==> src/rtl/arb_pkg.sv <==
// Shared definitions for the memory bus arbiter.
//   arb_state_t : arbiter FSM states (IDLE -> REQ -> RESP -> IDLE)
//   master_t    : master identifiers (IFU = 0, LSU = 1)
//   ARB_TIMEOUT_DEFAULT : default response-watchdog limit in cycles
//   wd_width()  : watchdog counter width for a given limit (at least 8 bits)
package arb_pkg;

  typedef enum logic [1:0] {
    ST_IDLE = 2'd0,
    ST_REQ  = 2'd1,
    ST_RESP = 2'd2
  } arb_state_t;

  typedef enum logic {
    M_IFU = 1'b0,
    M_LSU = 1'b1
  } master_t;

  localparam int unsigned ARB_TIMEOUT_DEFAULT = 255;

  function automatic int unsigned wd_width(input int unsigned limit);
    int unsigned w;
    w = $clog2(limit + 1);
    return (w < 8) ? 8 : w;
  endfunction

endpackage

==> src/rtl/arb_watchdog.sv <==
// Response watchdog for mem_bus_arbiter (built only when ARB_TIMEOUT_EN is defined).
// Ports:
//   clk, rst  : clock, synchronous active-high reset
//   clear     : hold the count at zero (arbiter idle, so the count starts at 0 on REQ entry)
//   run       : transaction in flight (REQ or RESP); count advances each cycle
//   expired   : count has reached TIMEOUT while running
module arb_watchdog
  import arb_pkg::*;
#(
  parameter int unsigned TIMEOUT = ARB_TIMEOUT_DEFAULT
) (
  input  logic clk,
  input  logic rst,
  input  logic clear,
  input  logic run,
  output logic expired
);

  localparam int unsigned CW = wd_width(TIMEOUT);
  localparam logic [CW-1:0] LIMIT = CW'(TIMEOUT);

  logic [CW-1:0] count;

  // Saturates at LIMIT so a handshake arriving on the expiry cycle
  // still leaves expired asserted for the following state.
  always_ff @(posedge clk) begin
    if (rst || clear) begin
      count <= '0;
    end else if (run && (count != LIMIT)) begin
      count <= count + CW'(1);
    end
  end

  assign expired = run && (count == LIMIT);

endmodule

==> src/rtl/mem_bus_arbiter.sv <==
// Two-master memory port arbiter (IFU fetch, LSU load/store), one outstanding
// transaction, valid/ready request and response handshakes.
// Optional feature: define ARB_TIMEOUT_EN to build a response watchdog that
// completes a stalled transaction with an error response after TIMEOUT cycles.
// Ports:
//   clk, rst                       : clock, synchronous active-high reset
//   ifu_req_valid/ready, ifu_addr  : IFU request (read only)
//   ifu_resp_valid/rdata/resp_err  : IFU response (single-cycle pulse)
//   lsu_req_valid/ready, lsu_addr, lsu_we, lsu_wdata, lsu_wmask : LSU request
//   lsu_resp_valid/rdata/resp_err  : LSU response (single-cycle pulse)
//   s_req_valid/ready, s_addr, s_we, s_wdata, s_wmask : request to memory
//   s_resp_valid, s_rdata, s_resp_err                 : response from memory
module mem_bus_arbiter
  import arb_pkg::*;
#(
  parameter int unsigned WIDTH   = 32,
  parameter int unsigned TIMEOUT = ARB_TIMEOUT_DEFAULT
) (
  input  logic               clk,
  input  logic               rst,
  // IFU
  input  logic               ifu_req_valid,
  output logic               ifu_req_ready,
  input  logic [WIDTH-1:0]   ifu_addr,
  output logic               ifu_resp_valid,
  output logic [WIDTH-1:0]   ifu_rdata,
  output logic               ifu_resp_err,
  // LSU
  input  logic               lsu_req_valid,
  output logic               lsu_req_ready,
  input  logic [WIDTH-1:0]   lsu_addr,
  input  logic               lsu_we,
  input  logic [WIDTH-1:0]   lsu_wdata,
  input  logic [WIDTH/8-1:0] lsu_wmask,
  output logic               lsu_resp_valid,
  output logic [WIDTH-1:0]   lsu_rdata,
  output logic               lsu_resp_err,
  // memory side
  output logic               s_req_valid,
  input  logic               s_req_ready,
  output logic [WIDTH-1:0]   s_addr,
  output logic               s_we,
  output logic [WIDTH-1:0]   s_wdata,
  output logic [WIDTH/8-1:0] s_wmask,
  input  logic               s_resp_valid,
  input  logic [WIDTH-1:0]   s_rdata,
  input  logic               s_resp_err
);

  arb_state_t         state;
  master_t            last_grant;
  master_t            owner;
  logic [WIDTH-1:0]   lat_addr;
  logic               lat_we;
  logic [WIDTH-1:0]   lat_wdata;
  logic [WIDTH/8-1:0] lat_wmask;

  logic grant_ifu;
  logic grant_lsu;
  logic expired;
  logic resp_fire;
  logic timeout_fire;
  logic done;

`ifdef ARB_TIMEOUT_EN
  arb_watchdog #(
    .TIMEOUT (TIMEOUT)
  ) u_watchdog (
    .clk     (clk),
    .rst     (rst),
    .clear   (state == ST_IDLE),
    .run     (state != ST_IDLE),
    .expired (expired)
  );
`else
  assign expired = 1'b0;
`endif

  // Single valid master wins; on a tie the master not granted last wins.
  always_comb begin
    grant_ifu = 1'b0;
    grant_lsu = 1'b0;
    if (!rst && (state == ST_IDLE)) begin
      grant_ifu = ifu_req_valid && (!lsu_req_valid || (last_grant == M_LSU));
      grant_lsu = lsu_req_valid && !grant_ifu;
    end
  end

  // A real handshake always beats the watchdog on the same cycle.
  always_comb begin
    resp_fire    = !rst && (state == ST_RESP) && s_resp_valid;
    timeout_fire = !rst && expired &&
                   (((state == ST_REQ)  && !s_req_ready) ||
                    ((state == ST_RESP) && !s_resp_valid));
    done         = resp_fire || timeout_fire;
  end

  always_ff @(posedge clk) begin
    if (rst) begin
      state      <= ST_IDLE;
      last_grant <= M_LSU;
      owner      <= M_IFU;
      lat_addr   <= '0;
      lat_we     <= 1'b0;
      lat_wdata  <= '0;
      lat_wmask  <= '0;
    end else begin
      case (state)
        ST_IDLE: begin
          if (grant_ifu || grant_lsu) begin
            state      <= ST_REQ;
            owner      <= grant_lsu ? M_LSU : M_IFU;
            last_grant <= grant_lsu ? M_LSU : M_IFU;
            lat_addr   <= grant_lsu ? lsu_addr : ifu_addr;
            lat_we     <= grant_lsu && lsu_we;
            lat_wdata  <= grant_lsu ? lsu_wdata : '0;
            lat_wmask  <= grant_lsu ? lsu_wmask : '1;
          end
        end
        ST_REQ: begin
          if (s_req_ready) begin
            state <= ST_RESP;
          end else if (timeout_fire) begin
            state <= ST_IDLE;
          end
        end
        ST_RESP: begin
          if (done) begin
            state <= ST_IDLE;
          end
        end
        default: state <= ST_IDLE;
      endcase
    end
  end

  always_comb begin
    ifu_req_ready  = grant_ifu;
    lsu_req_ready  = grant_lsu;

    s_req_valid    = !rst && (state == ST_REQ);
    s_addr         = lat_addr;
    s_we           = lat_we;
    s_wdata        = lat_wdata;
    s_wmask        = lat_wmask;

    ifu_resp_valid = done && (owner == M_IFU);
    lsu_resp_valid = done && (owner == M_LSU);

    // Watchdog completions carry err = 1 and rdata = 0.
    ifu_rdata      = (resp_fire && (owner == M_IFU)) ? s_rdata : '0;
    lsu_rdata      = (resp_fire && (owner == M_LSU)) ? s_rdata : '0;
    ifu_resp_err   = ifu_resp_valid && (resp_fire ? s_resp_err : 1'b1);
    lsu_resp_err   = lsu_resp_valid && (resp_fire ? s_resp_err : 1'b1);
  end

endmodule

==> config.mk <==
export PLATFORM = sky130hd
export DESIGN_NAME = mem_bus_arbiter
export DESIGN_NICKNAME = d
export VERILOG_FILES = /design/src/rtl/arb_pkg.sv /design/src/rtl/arb_watchdog.sv /design/src/rtl/mem_bus_arbiter.sv
export SDC_FILE = /design/constraint.sdc
export NUM_CORES = 1
export LEC_CHECK = 0
export ABC_AREA = 0
export CAP_MARGIN = 10
export CORE_AREA = 8 8 118 120
export DETAILED_ROUTE_END_ITERATION = 10
export DIE_AREA = 0 0 126 128
export MAX_ROUTING_LAYER = met4
export PLACE_DENSITY = 0.81
export SLEW_MARGIN = 15
export SYNTH_ARGS = -nofsm -noshare
export SYNTH_HDL_FRONTEND = slang
export SYNTH_SLANG_ARGS = --single-unit
==> constraint.sdc <==
create_clock -name clk -period 1.5 [get_ports clk]
set_input_delay 0.375 -clock clk [delete_from_list [all_inputs] [get_ports clk]]
set_output_delay 0.375 -clock clk [all_outputs]
set_load 0.02 [all_outputs]
; ---- Word level (Yosys, flattened, before mapping)
; Index checks and enable logic that the tools add are counted.
; Widths: inputs -> output; s select.
[op_classes]
n_addsub = 0
mul = 0
n_div = 0
n_lt_le_gt_ge = 0
n_eq_ne = 5
n_shift = 0
n_mux = 13
n_bitwise = 1
n_reduce_logical = 19
[ops]
columns = cell, n
row1 = $mux 32, 4
row2 = $logic_and 1x1->1, 11
row3 = $mux 2, 3
row4 = $pmux 2 s3, 1
row5 = $mux 1, 4
row6 = $mux 4, 1
row7 = $ne 2x2->1 const B, 2
row8 = $logic_not 1->1, 3
row9 = $reduce_and 3->1, 1
row10 = $eq 2x1->1 const B, 1
row11 = $eq 2x2->1 const B, 1
row12 = $logic_not 2->1, 1
row13 = $logic_or 1x1->1, 2
row14 = $ne 2x1->1 const B, 1
row15 = $reduce_and 2->1, 1
row16 = $not 1->1, 1
[word_totals]
register_bits = 73
latch_bits = 0
ram_bits = 0
mem_bits_ro = 0
in_bits = 140
out_inout_bits = 140
wordCells = 45
mem_count = 0

; ---- Logic depth before layout (Yosys ltp)
[depth]
ltp_word = 9
ltp_mapped = 6
depth_no_buf = 3

; ---- Worst setup path before layout
; No wires, ideal clock.
[synth_path]
kind = register to output
startpoint = register state[1]
endpoint = output port ifu_req_ready
arrival_ns = 1.417
t_required_ns = 1.125
setup_slack_ns = -0.292
path_stages_with_launch = 4
n_path_buf = 1
path_cell_list = dfxtp_1 > buf_4 > or3b_2 > nor3_1
[synth_via]
elab_chain_cells = 3
[synth_rtl]
columns = item, line
row1 = "start, declared", mem_bus_arbiter.sv:50  ; arb_state_t state;
row2 = "start signal, assigned", mem_bus_arbiter.sv:100  ; state <= ST_IDLE;
row3 = "start signal, assigned", mem_bus_arbiter.sv:111  ; state <= ST_REQ;
row4 = "start signal, assigned", mem_bus_arbiter.sv:122  ; state <= ST_RESP;
row5 = $logic_not 2->1, mem_bus_arbiter.sv:83  ; if (!rst && (state == ST_IDLE)) begin
row6 = $logic_and 1x1->1, mem_bus_arbiter.sv:83
row7 = $mux 1, mem_bus_arbiter.sv:83
row8 = "end, declared", mem_bus_arbiter.sv:23  ; output logic ifu_req_ready,
; Every way passes these cells.

; ---- Final worst setup path
[layout_path]
startpoint = register state[0]
endpoint = output port lsu_rdata[13]
[layout_via]
elab_chain_cells = 5
[layout_rtl]
columns = item, line
row1 = $eq 2x2->1, mem_bus_arbiter.sv:91  ; resp_fire = !rst && (state == ST_RESP) && s_resp_valid;
row2 = $logic_and 1x1->1 (2 in series), mem_bus_arbiter.sv:91
row3 = $logic_and 1x1->1, mem_bus_arbiter.sv:152  ; lsu_rdata = (resp_fire && (owner == M_LSU)) ? s_rdata : '0;
row4 = $mux 32, mem_bus_arbiter.sv:152
row5 = "end, declared", mem_bus_arbiter.sv:36  ; output logic [WIDTH-1:0] lsu_rdata,
; Every way passes these cells.

==> flow_metrics.py <==
metrics = {
    "status": {
        "outcome": "complete, but fails checks",
        "violations": "setup timing",
    },
    "route": {
        "dr.pass1.iters": 5,
        "routedWlPerCell_um": 21.7,
        "viasPerCell": 5.42,
        "route.met3.wl_um": 1270,
        "antenna_left": 0,
        "vias": 4955,
        "drcViolationCount": 0,
        "wl_met1_um": 7580,
        "top_layer": "met4",
        "wl_um": 19900,
        "drt_iter0_drc": 409,
        "route.met2.wl_um": 10100,
    },
    "yosys": {
        "synth_cells": 454,
        "synth_seq_cells": 73,
        "synth.avg_cell_area_um2": 8.03,
        "synth_area_um2": 3640,
        "yosys-top-cells-area": "dfxtp_1 40%, and2_1 12%, a21oi_1 9.1%",
        "syn-num-nets": 594,
        "ys_seq_area_share_pct": 40.1,
        "synth_top_area_share_pct": 40.1,
        "yosysUniqueCellTypes": 32,
        "synth_warnings": 0,
        "yosysTopAreaCell": "dfxtp_1",
    },
    "finish": {
        "final_cell_area_um2": 8030,
        "final_common_cell": "clkdlybuf4s50_1",
        "final_util_pct": 65.8,
        "finalNetCount": 894,
        "layout_common_cells": "135 x clkdlybuf4s50_1, 85 x buf_6, 72 x dlygate4sd2_1",
        "drive_above_1_share_pct": 36.5,
        "area_growth_pct": 121,
    },
    "critical_path": {
        "cp_cell_sequence": "nor3b_2 > and3_4 > buf_6 > buf_6 > and2_4 > buf_6",
        "reg2reg_slack_ns": -0.12,
        "cpMostUsedCell": "buf_6",
        "required_ns": 1.12,
        "slowest_delay_ns": 0.32,
        "worst_setup_path_start_kind": "flip-flop",
        "r2r-end": "s_addr[22]",
        "cp.arrival_ns": 1.64,
        "cp_top_family": "simple AND/OR/NAND/NOR gates",
        "crit_type": "reg -> out",
        "crit_path_end_kind": "output pin",
        "reg2reg_depth": 8,
        "worst_path_max_delay_cell": "dfxtp_2",
        "r2r-start": "state[1]",
        "path_buf_inv": 3,
        "path_max_fanout": 6,
    },
    "pwr": {
        "totalPowerFinal_mw": 6.36,
        "power_density_nw_per_um2": 792,
        "peakVddDrop_v": 0.000473,
        "leakage_nw": 3.36,
    },
    "place": {
        "globalplace.congestion": 0.812,
        "dpl_cell_area_um2": 6840,
        "numPortBuffers": 279,
        "dpl.hpwl_um": 13000,
    },
    "floorplan": {
        "core-area_um2": 12200,
        "dieArea_um2": 16100,
        "start_util_pct": 29.8,
        "dieWidth_um": 126,
        "rows": 41,
        "ios": 280,
        "fp.dieH_um": 128,
    },
    "sta": {
        "fin_crit_ns": 2.02,
        "setup-violations-final": 134,
        "rsz0062_at_grt": "true",
        "relSlewSlack_pct": 65.1,
        "drv_slew": 0,
        "hold_viol": 0,
        "post-route-period-util_pct": 134,
        "worst_pin_slew_ns": 0.524,
        "worst_hold_slack_ns": 0.450,
        "setup_ws_ns": -0.516,
        "fin_skew_ns": 0.00700,
        "clock.fmax_mhz": 496,
    },
    "clock_network": {
        "cts.sinks": 73,
        "cts_max_level": 3,
        "clk_pin_slew_ns": 0.06,
        "cts_made_buffers": 9,
        "insertion_delay_ns": 0.33,
        "clockBufferDepth": 2,
        "cts_tree": "built",
        "cts_root_buf": "clkbuf_16",
    },
    "grt": {
        "grt_max_degree": 66,
        "antenna_found_initial": 5,
        "grt_pass1_vias": 5143,
        "grt.total_usage_pct": 23.5,
        "grt-ovfl-total": 0,
        "grt_pass1_wl_um": 29100,
    },
    "worst_hold_path": {
        "holdCritStartpoint": "s_resp_valid",
        "min_path_cells": 4,
        "min_delay_worst_endpoint": "state[1]",
        "min_path_type": "in -> reg",
    },
    "run": {
        "cap_viol_max_count": 0,
    },
}
==> layer usage <==
| layer | global-route usage [%] | vias to the layer above |
|---|---|---|
| met5 | - | - |
| met4 | 13.5 | 0 |
| met3 | 4.53 | 57 |
| met2 | 40.2 | 289 |
| met1 | 25.3 | 2347 |
| li1 | - | 2262 |
==> cell families (layout without fill, tap and decap cells) <==
logic type | count (synthesis) | in the layout | share of synthesized area, %
buffers and inverters | 55 | 360 | 7.11
AOI/OAI and AO/OA | 174 | 174 | 28.8
other | 0 | 5 | 0
DFF | 73 | 73 | 40.1
and+or+nand+nor | 152 | 152 | 24.0
==> synthesized netlist by cell type <==
cell type   n
a22oi_1     1
a21o_4      1
buf_2      19
o21ai_0    55
and2_1     67
clkbuf_2    2
and3_1      1
o211ai_1    1
and3b_1     1
nand3b_1    1
inv_1       2
or2_1       1
nor3_1      1
nor2b_1     2
a21oi_2     1
nand3_1    65
nand2_1     4
clkbuf_1   25
o21ai_1    10
buf_4       7
nor2_1      4
dfxtp_1    73
or3b_1      1
o21ba_2     1
or3b_2      1
o221a_2     4
a311oi_1   32
o21bai_2    1
o21a_1      1
a21oi_1    66
nor3b_2     2
nor2_4      1
==> repair_timing <==
item                       4_1_cts  5_1_grt
buffers inserted                18        9
pin swaps                       34       24
hold buffers                     0        0
gates cloned                    11        0
setup endpoints to repair      206      141
resized for setup              567       57
==> metrics by stage <==
step	worst slack, ns	TNS (ns)	instances
after floorplan	-0.0226	-0.979	454
after global routing	-0.580	-42.90	914
after global placement	-1.07	-117.83	860
after detailed placement	-1.12	-124.70	860
after CTS	-0.588	-41.32	905
final	-0.516	-34.65	914
==> how the worst max path moves through the flow <==
stage	from	endpoint	cells past startpoint
2_1_floorplan	state[0]	lsu_rdata[10]	6
3_3_place_gp	s_resp_valid	lsu_rdata[24]	6
3_5_place_dp	s_resp_valid	lsu_rdata[24]	6
4_1_cts	state[0]	lsu_rdata[18]	7
5_1_grt	state[0]	lsu_rdata[13]	6
6_report	state[0]	lsu_rdata[13]	6
==> tightest hold or removal path, cell delays in order <==
cell,delay (ns)
dlygate4sd2_1,0.21
nor2_1,0.04
nand2_1,0.06
a21oi_1,0.06
==> power breakdown <==
part	internal (mW)	switching, mW
clock	1.54	0.831
sequential	2.07	0.0717
combinational	0.934	0.911
total	4.55	1.81
==> sequential cells by signal (all words and copies together) (netlist names) <==
register and flops:
last_grant 1, s_addr 32, state 2, s_we 1, s_wdata 32, s_wmask 4, owner 1
==> area by class of cell <==
type | count | area, um^2
clock buffers | 11 | 253
repair buffers | 342 | 3710
inverters | 2 | 7.51
fillers | 954 | 4180
clock inverters | 5 | 77.6
flip-flops and latches | 73 | 1470
multi-input cells | 326 | 2320
well taps | 150 | 188
diodes | 5 | 12.5
No activity file was read; power rests on OpenSTA's default activity.
